[src/rtl/csa_resolver.sv]
`default_nettype none
// ============================================================================
//  Module   : csa_resolver
//  Purpose  : Carry-propagate back end for the SHA-256 carry-save datapath.
//             Resolves a redundant (sum, carry) pair into the binary word
//             (sum + carry) mod 2^WIDTH. It uses a two-stage split adder with
//             valid/ready handshakes on both sides.
//  Options  : CSA_RESOLVER_COUT_EN - adds the out_cout port, which carries
//             the carry out of bit WIDTH-1.
//  Revision : 1.0 - initial release
// ============================================================================
module csa_resolver #(
   parameter int WIDTH = 32,
   parameter int LO_W  = WIDTH / 2
) (
   input  logic             clk,
   input  logic             rst_n,
   input  logic             in_valid,
   output logic             in_ready,
   input  logic [WIDTH-1:0] in_sum,
   input  logic [WIDTH-1:0] in_carry,
   output logic             out_valid,
   input  logic             out_ready,
   output logic [WIDTH-1:0] out_data
`ifdef CSA_RESOLVER_COUT_EN
   ,
   output logic             out_cout
`endif
);

   localparam int HI_W = WIDTH - LO_W;

   // Stage 1: resolved low half, its carry, and raw high halves.
   logic              r_v1;
   logic [LO_W-1:0]   r_lo;
   logic              r_c_mid;
   logic [HI_W-1:0]   r_hi_sum;
   logic [HI_W-1:0]   r_hi_carry;

   // Stage 2: the fully resolved word presented to the consumer.
   logic              r_v2;
   logic [WIDTH-1:0]  r_data;

   logic              w_adv2;
   logic              w_acc1;
   logic [LO_W:0]     w_lo_ext;
   logic [HI_W-1:0]   w_hi;
`ifdef CSA_RESOLVER_COUT_EN
   logic              w_cout;
   logic              r_cout;
`endif

   // Stage 2 refills whenever it is empty or is being drained this cycle.
   // Stage 1 takes a new pair whenever its contents move on or it is empty.
   always_comb begin
      w_adv2 = r_v1 && (!r_v2 || out_ready);
      w_acc1 = in_valid && (!r_v1 || w_adv2);
   end

   // Ready depends only on pipeline occupancy and out_ready, never on in_valid.
   assign in_ready = !r_v1 || !r_v2 || out_ready;

   // Low-half add. The extra bit is the carry that crosses into the high half.
   always_comb begin
      w_lo_ext = {1'b0, in_sum[LO_W-1:0]} + {1'b0, in_carry[LO_W-1:0]};
   end

`ifdef CSA_RESOLVER_COUT_EN
   // High-half add, including the split carry. The top bit is kept as cout.
   always_comb begin
      {w_cout, w_hi} = {1'b0, r_hi_sum} + {1'b0, r_hi_carry}
                     + {{HI_W{1'b0}}, r_c_mid};
   end
`else
   // High-half add, including the split carry. The carry out is dropped.
   always_comb begin
      w_hi = r_hi_sum + r_hi_carry + {{(HI_W-1){1'b0}}, r_c_mid};
   end
`endif

   // Stage 1 register. It captures on accept and empties when its word moves on.
   always_ff @(posedge clk or negedge rst_n) begin
      if (!rst_n) begin
         r_v1       <= 1'b0;
         r_lo       <= '0;
         r_c_mid    <= 1'b0;
         r_hi_sum   <= '0;
         r_hi_carry <= '0;
      end else begin
         if (w_acc1) begin
            r_v1       <= 1'b1;
            r_lo       <= w_lo_ext[LO_W-1:0];
            r_c_mid    <= w_lo_ext[LO_W];
            r_hi_sum   <= in_sum[WIDTH-1:LO_W];
            r_hi_carry <= in_carry[WIDTH-1:LO_W];
         end else if (w_adv2) begin
            r_v1 <= 1'b0;
         end
      end
   end

   // Stage 2 register. Data holds while the consumer stalls.
   always_ff @(posedge clk or negedge rst_n) begin
      if (!rst_n) begin
         r_v2   <= 1'b0;
         r_data <= '0;
      end else begin
         if (w_adv2) begin
            r_v2   <= 1'b1;
            r_data <= {w_hi, r_lo};
         end else if (out_ready) begin
            r_v2 <= 1'b0;
         end
      end
   end

`ifdef CSA_RESOLVER_COUT_EN
   // Carry out travels with out_data under the same load and hold rules.
   always_ff @(posedge clk or negedge rst_n) begin
      if (!rst_n) begin
         r_cout <= 1'b0;
      end else if (w_adv2) begin
         r_cout <= w_cout;
      end
   end

   assign out_cout = r_cout;
`endif

   assign out_valid = r_v2;
   assign out_data  = r_data;

endmodule
`default_nettype wire

[config.mk]
export PLATFORM = sky130hd
export DESIGN_NAME = csa_resolver
export DESIGN_NICKNAME = d
export VERILOG_FILES = /design/src/rtl/csa_resolver.sv
export SDC_FILE = /design/constraint.sdc
export NUM_CORES = 1
export LEC_CHECK = 0
export ABC_AREA = 1
export BUFFER_PORTS_ARGS = -buffer_cell sky130_fd_sc_hd__clkbuf_2
export CAP_MARGIN = 40
export CORE_MARGIN = 3
export CORE_UTILIZATION = 45
export CTS_BUF_LIST = sky130_fd_sc_hd__clkbuf_2 sky130_fd_sc_hd__clkbuf_4 sky130_fd_sc_hd__clkbuf_8
export DETAILED_ROUTE_END_ITERATION = 7
export PLACE_DENSITY = 0.73
export SYNTH_ARGS = -nofsm -noshare
export SYNTH_HDL_FRONTEND = slang
export SYNTH_SLANG_ARGS = --single-unit
export TNS_END_PERCENT = 10
[constraint.sdc]
create_clock -name clk -period 4.41 [get_ports clk]
set_input_delay 0.2205 -clock clk [delete_from_list [all_inputs] [get_ports clk]]
set_output_delay 0.2205 -clock clk [all_outputs]
set_load 0.01 [all_outputs]
# Yosys cells after proc, flatten, opt, wreduce, memory -nomap -nowiden
# Cells that the tools add are included.
word_totals:
  register_bits: 83
  in_bits: 68
  out_inout_bits: 34
  word_cells: 24
op_classes:
  n_addsub: 3
  n_mux: 4
  reduce_logical: 10
op_table:
  columns: ["op", "count"]
  rows:
  - ["$add 16x16->17", 1]
  - ["$add 16x1->16", 1]
  - ["$add 16x16->16", 1]
  - ["$logic_or 1x1->1", 4]
  - ["$mux 1", 4]
  - ["$reduce_bool 2->1", 2]
  - ["$logic_and 1x1->1", 2]
  - ["$logic_not 1->1", 2]

# Depth between registers and ports, before layout
depth:
  ltp_word: 6
  depth_mapped: 11
  mapped_depth_nobuf: 11

# Worst setup path after synthesis
# OpenSTA, ideal clock, no wires.
synth_path:
  kind: "reg-to-reg"
  startpoint: "register r_c_mid"
  endpoint: "register r_data[22], in the netlist out_data[22]"
  setup_time_ns: 0.117
  arrival_ns: 1.629
  required_ns: 4.293
  slack_ns: 2.663
  stages_incl_launch_ff: 10
  n_path_buf: 0
  synth_period_minus_slack_ns: 1.747
  path_cell_list: "dfrtp_1 -> fa_1 -> inv_1 -> fa_1 -> inv_1 -> nand2_1 -> nand3_2 -> or2_2 -> nand3_1 -> nand2_1"
synth_via:
  elab_chain_cells: 1
synth_rtl:
  columns: ["element", "line", "rtl"]
  rows:
  - ["start, declared", "36", "logic r_c_mid;"]
  - ["start signal, assigned", "93", "r_c_mid <= w_lo_ext[LO_W];"]
  - ["$add 16x1->16", "77", "w_hi = r_hi_sum + r_hi_carry + {{(HI_W-1){1'b0}}, r_c_mid};"]
  - ["end signal, assigned", "110", "r_data <= {w_hi, r_lo};"]
  - ["end, declared", "42", "logic [WIDTH-1:0] r_data;"]
# No other way between the ends.
# A chain may end at the register's enable or synchronous reset.

# Final worst setup path
layout_path:
  startpoint: "register r_v2, in the netlist out_valid"
  endpoint: "register r_data[24], in the netlist out_data[24]"
layout_via:
  elab_chain_cells: 3
layout_rtl:
  columns: ["element", "line", "rtl"]
  rows:
  - ["start, declared", "41", "logic r_v2;"]
  - ["start signal, assigned", "105", "r_v2 <= 1'b0;"]
  - ["start signal, assigned", "109", "r_v2 <= 1'b1;"]
  - ["start signal, assigned", "112", "r_v2 <= 1'b0;"]
  - ["$logic_not 1->1", "56", "w_adv2 = r_v1 && (!r_v2 || out_ready);"]
  - ["$logic_or 1x1->1", "56", null]
  - ["$logic_and 1x1->1", "56", null]
# No other way between the ends.

==> reports/results.ini <==
[floorplan]
die_w_microns=111
rows=37
die_h_microns=111
pin_count=102
design.core.area_sq_um=10500
initial_core_util_pct=46.9
die_area_sq_um=12200

[routing]
wl_per_cell_microns=12.1
dr_wl_met3_microns=502
vias=4482
ant_nets=0
dr.pass1.iters=4
vias_per_cell=4.80
highest-signal-layer=met4
dr_wl_met2_microns=5570
drtIter0Drc=236
drc=0
drt-met1-wl_microns=5000
drt-total-wl_microns=11300

[power_and_ir_drop]
leakage_nw=3.44
peakVddDrop_mv=0.184
powerDensity_nw_per_um2=441
finalPower_mw=2.54

[grt]
grt_first_pass_wirelength_microns=20100
grt_max_degree=53
antenna_found_initial=0
grt_overflow_total=0
grt_pass1_vias=4469
grt_usage_pct=19.5

[cts]
cts_root_buf=clkbuf_8
clk-insertion-delay-late_ns=0.36
cts_buffer_depth=2
cts_sinks=83
cts_made_buffers=9
htree_levels=3
path_clk_slew_ns=0.08
cts_tree=built
cts_setup_buffers=0

[logic_synthesis]
yosysTopAreaCellShare_pct=42.2
synth_simple_gate_area_share_pct=36.1
synth_cell_type_count=27
synth_area_sq_um=4930
syn_nets=795
yosys-top-cells-area=dfrtp_1, nand2_1, ha_1, inv_1, nand3_1
yosysWarnings=0
syn_area_per_cell_sq_um=7.10
synth_compound_area_share_pct=3.66
synth_area_leader_cell=dfrtp_1
yosys.area_share.xor_xnor_pct=1.42
synth.mux.area_fraction_pct=0
ys_ff_latch=83
synthCells=694
synthAdderAreaFrac_pct=8.84
ys_seq_area_share_pct=42.2
synth_top_family_by_area=simple AND/OR/NAND/NOR gates

[sta]
fin_crit_sh_pct=44.9
hold_viol=0
slew_headroom_pct=47.3
rsz0062_at_grt=false
fmax_mhz=504
final.setup_skew_ns=0.00778
finalSetupViolCount=0
worst_slew_pin_slew_ns=0.789
min_period_ns=1.98
slew_violations=0
fin_setup_tns_ns=0
hold_ws_ns=0.0523

[layout]
area_growth_pct=16.9
final_util_pct=54.8
antennaDiodeCount=0
n_fill_cell=992
layout-drive-gt1-share_pct=16.4
multi_input_area_sq_um=2460
fin_nets=894
seqCellArea_sq_um=2080

[critical_path]
cpPeakStageDelay_ns=0.41
cp_cell_sequence=nand2_1 > nand2_1 > buf_4 > inv_2 > nand2_1 > o21ai_0
cp_slowest_cell=dfrtp_1
cp.arrival_ns=2.27
crit_top_cell=nand2_1
cp.required_ns=4.70
crit_path_start_kind=flop
cp-end-kind=flop
crit_fanout=25
crit_type=reg -> reg

[placed_design]
numPortBuffers=101
place_hpwl_microns=8650
place_congestion=0.882

[run_status]
status=finished clean

[min_path]
worstHoldPathType=in -> reg

[run]
cap_violations=0

## worst max-delay path, delay by kind of cell (launching register included)
kind	cells	cell delay [ns]
AND/OR/NAND/NOR	3	0.60
buffers and inverters	2	0.76
flip-flops	1	0.41
AO/OA/AOI/OAI	1	0.14
## cells by family (layout without fill, tap and decap cells)
family | Yosys count | in the layout
adders and majority gates | 33 | 33
DFF | 83 | 83
xor gates and xnor gates | 8 | 8
AOI/OAI and AO/OA | 36 | 36
and+or+nand+nor | 437 | 437
buffers and inverters | 97 | 201
## repair_timing
item	CTS	global route
hold buffers	1	0
hold endpoints to repair	38	0
resized for setup	0	0
## cells in the final DEF (no fill, tap or decap)
cell	netlist	routed
and2_4	1	1
xnor2_1	7	7
nand3b_1	5	5
dlygate4sd3_1	0	1
inv_1	79	79
xor2_1	1	1
o21ai_0	14	14
nand2_1	349	349
or2_1	2	2
inv_2	2	2
clkbuf_2	0	100
fa_1	3	3
and2_1	1	1
nand4_1	2	2
or2_2	2	2
buf_12	0	1
nand2_2	2	2
or2_0	2	2
a21oi_1	18	18
clkbuf_8	0	13
nor2_1	24	24
clkinvlp_4	0	2
o21ai_1	4	4
ha_1	30	30
buf_4	3	2
nor3_1	6	6
clkinv_2	0	1
nand2_4	1	1
nand3_1	36	36
dfrtp_1	83	83
nand3_2	4	4
## path summary, 6_finish.rpt
| check | slack (ns) | startpoint | to | cells after the start |
|---|---|---|---|---|
| min in group asynchronous | 0.38 | rst_n | r_hi_carry[4] | 2 |
| worst max register to register | 2.43 | out_valid | out_data[24] | 6 |
| max in group asynchronous | 3.42 | rst_n | r_hi_carry[13] | 3 |
| worst max-delay path | 2.43 | out_valid | out_data[24] | 6 |
| worst min register to register | 0.48 | r_lo[12] | out_data[12] | 2 |
| worst min-delay path | 0.05 | in_carry[23] | r_hi_carry[7] | 3 |
## where the power goes
| group | internal [mW] | switching, mW | leakage (nW) |
|---|---|---|---|
| Sequential | 0.962 | 0.135 | 1.01 |
| Combinational | 0.355 | 0.556 | 2.33 |
| Clock | 0.265 | 0.267 | 0.0977 |
| Total | 1.58 | 0.958 | 3.44 |
## layout make-up
type	count	share of cell area, %
clock buffer	13	3.11
clock inverter	3	0.348
inverter	81	5.28
multi-input combinational	514	42.8
sequential	83	36.1
tap	136	2.96
timing repair buffer	104	9.47
## cells in the mapped netlist, drive strengths merged
master	count
dfrtp	83
fa	3
a21oi	18
nand3	40
buf	13
nor3	6
nand3b	5
xnor2	7
nand4	2
clkbuf	3
xor2	1
ha	30
or2	6
and2	2
nand2	352
o21ai	18
inv	81
nor2	24
## metal layers
layer	vias up	global-route usage, %
li1	2325	-
met1	2034	24.3
met2	107	33.9
met3	16	3.67
met4	0	6.65
met5	-	0
## per-stage QoR
stage | worst slack, ns | instances | area, sq um
finish | 2.43 | 934 | 5760
global route | 2.21 | 934 | 5760
CTS | 2.39 | 934 | 5760
detailed placement | 2.42 | 917 | 5550
global placement | 2.49 | 916 | 5530
floorplan | 2.66 | 694 | 4930
## state kept, by name, indices dropped and copies added, names as in the netlist
signal / flops
r_v1: 1
out_valid: 1
r_hi_sum: 16
r_lo: 16
out_data: 32
r_c_mid: 1
r_hi_carry: 16
No activity file was read; power rests on OpenSTA's default activity.
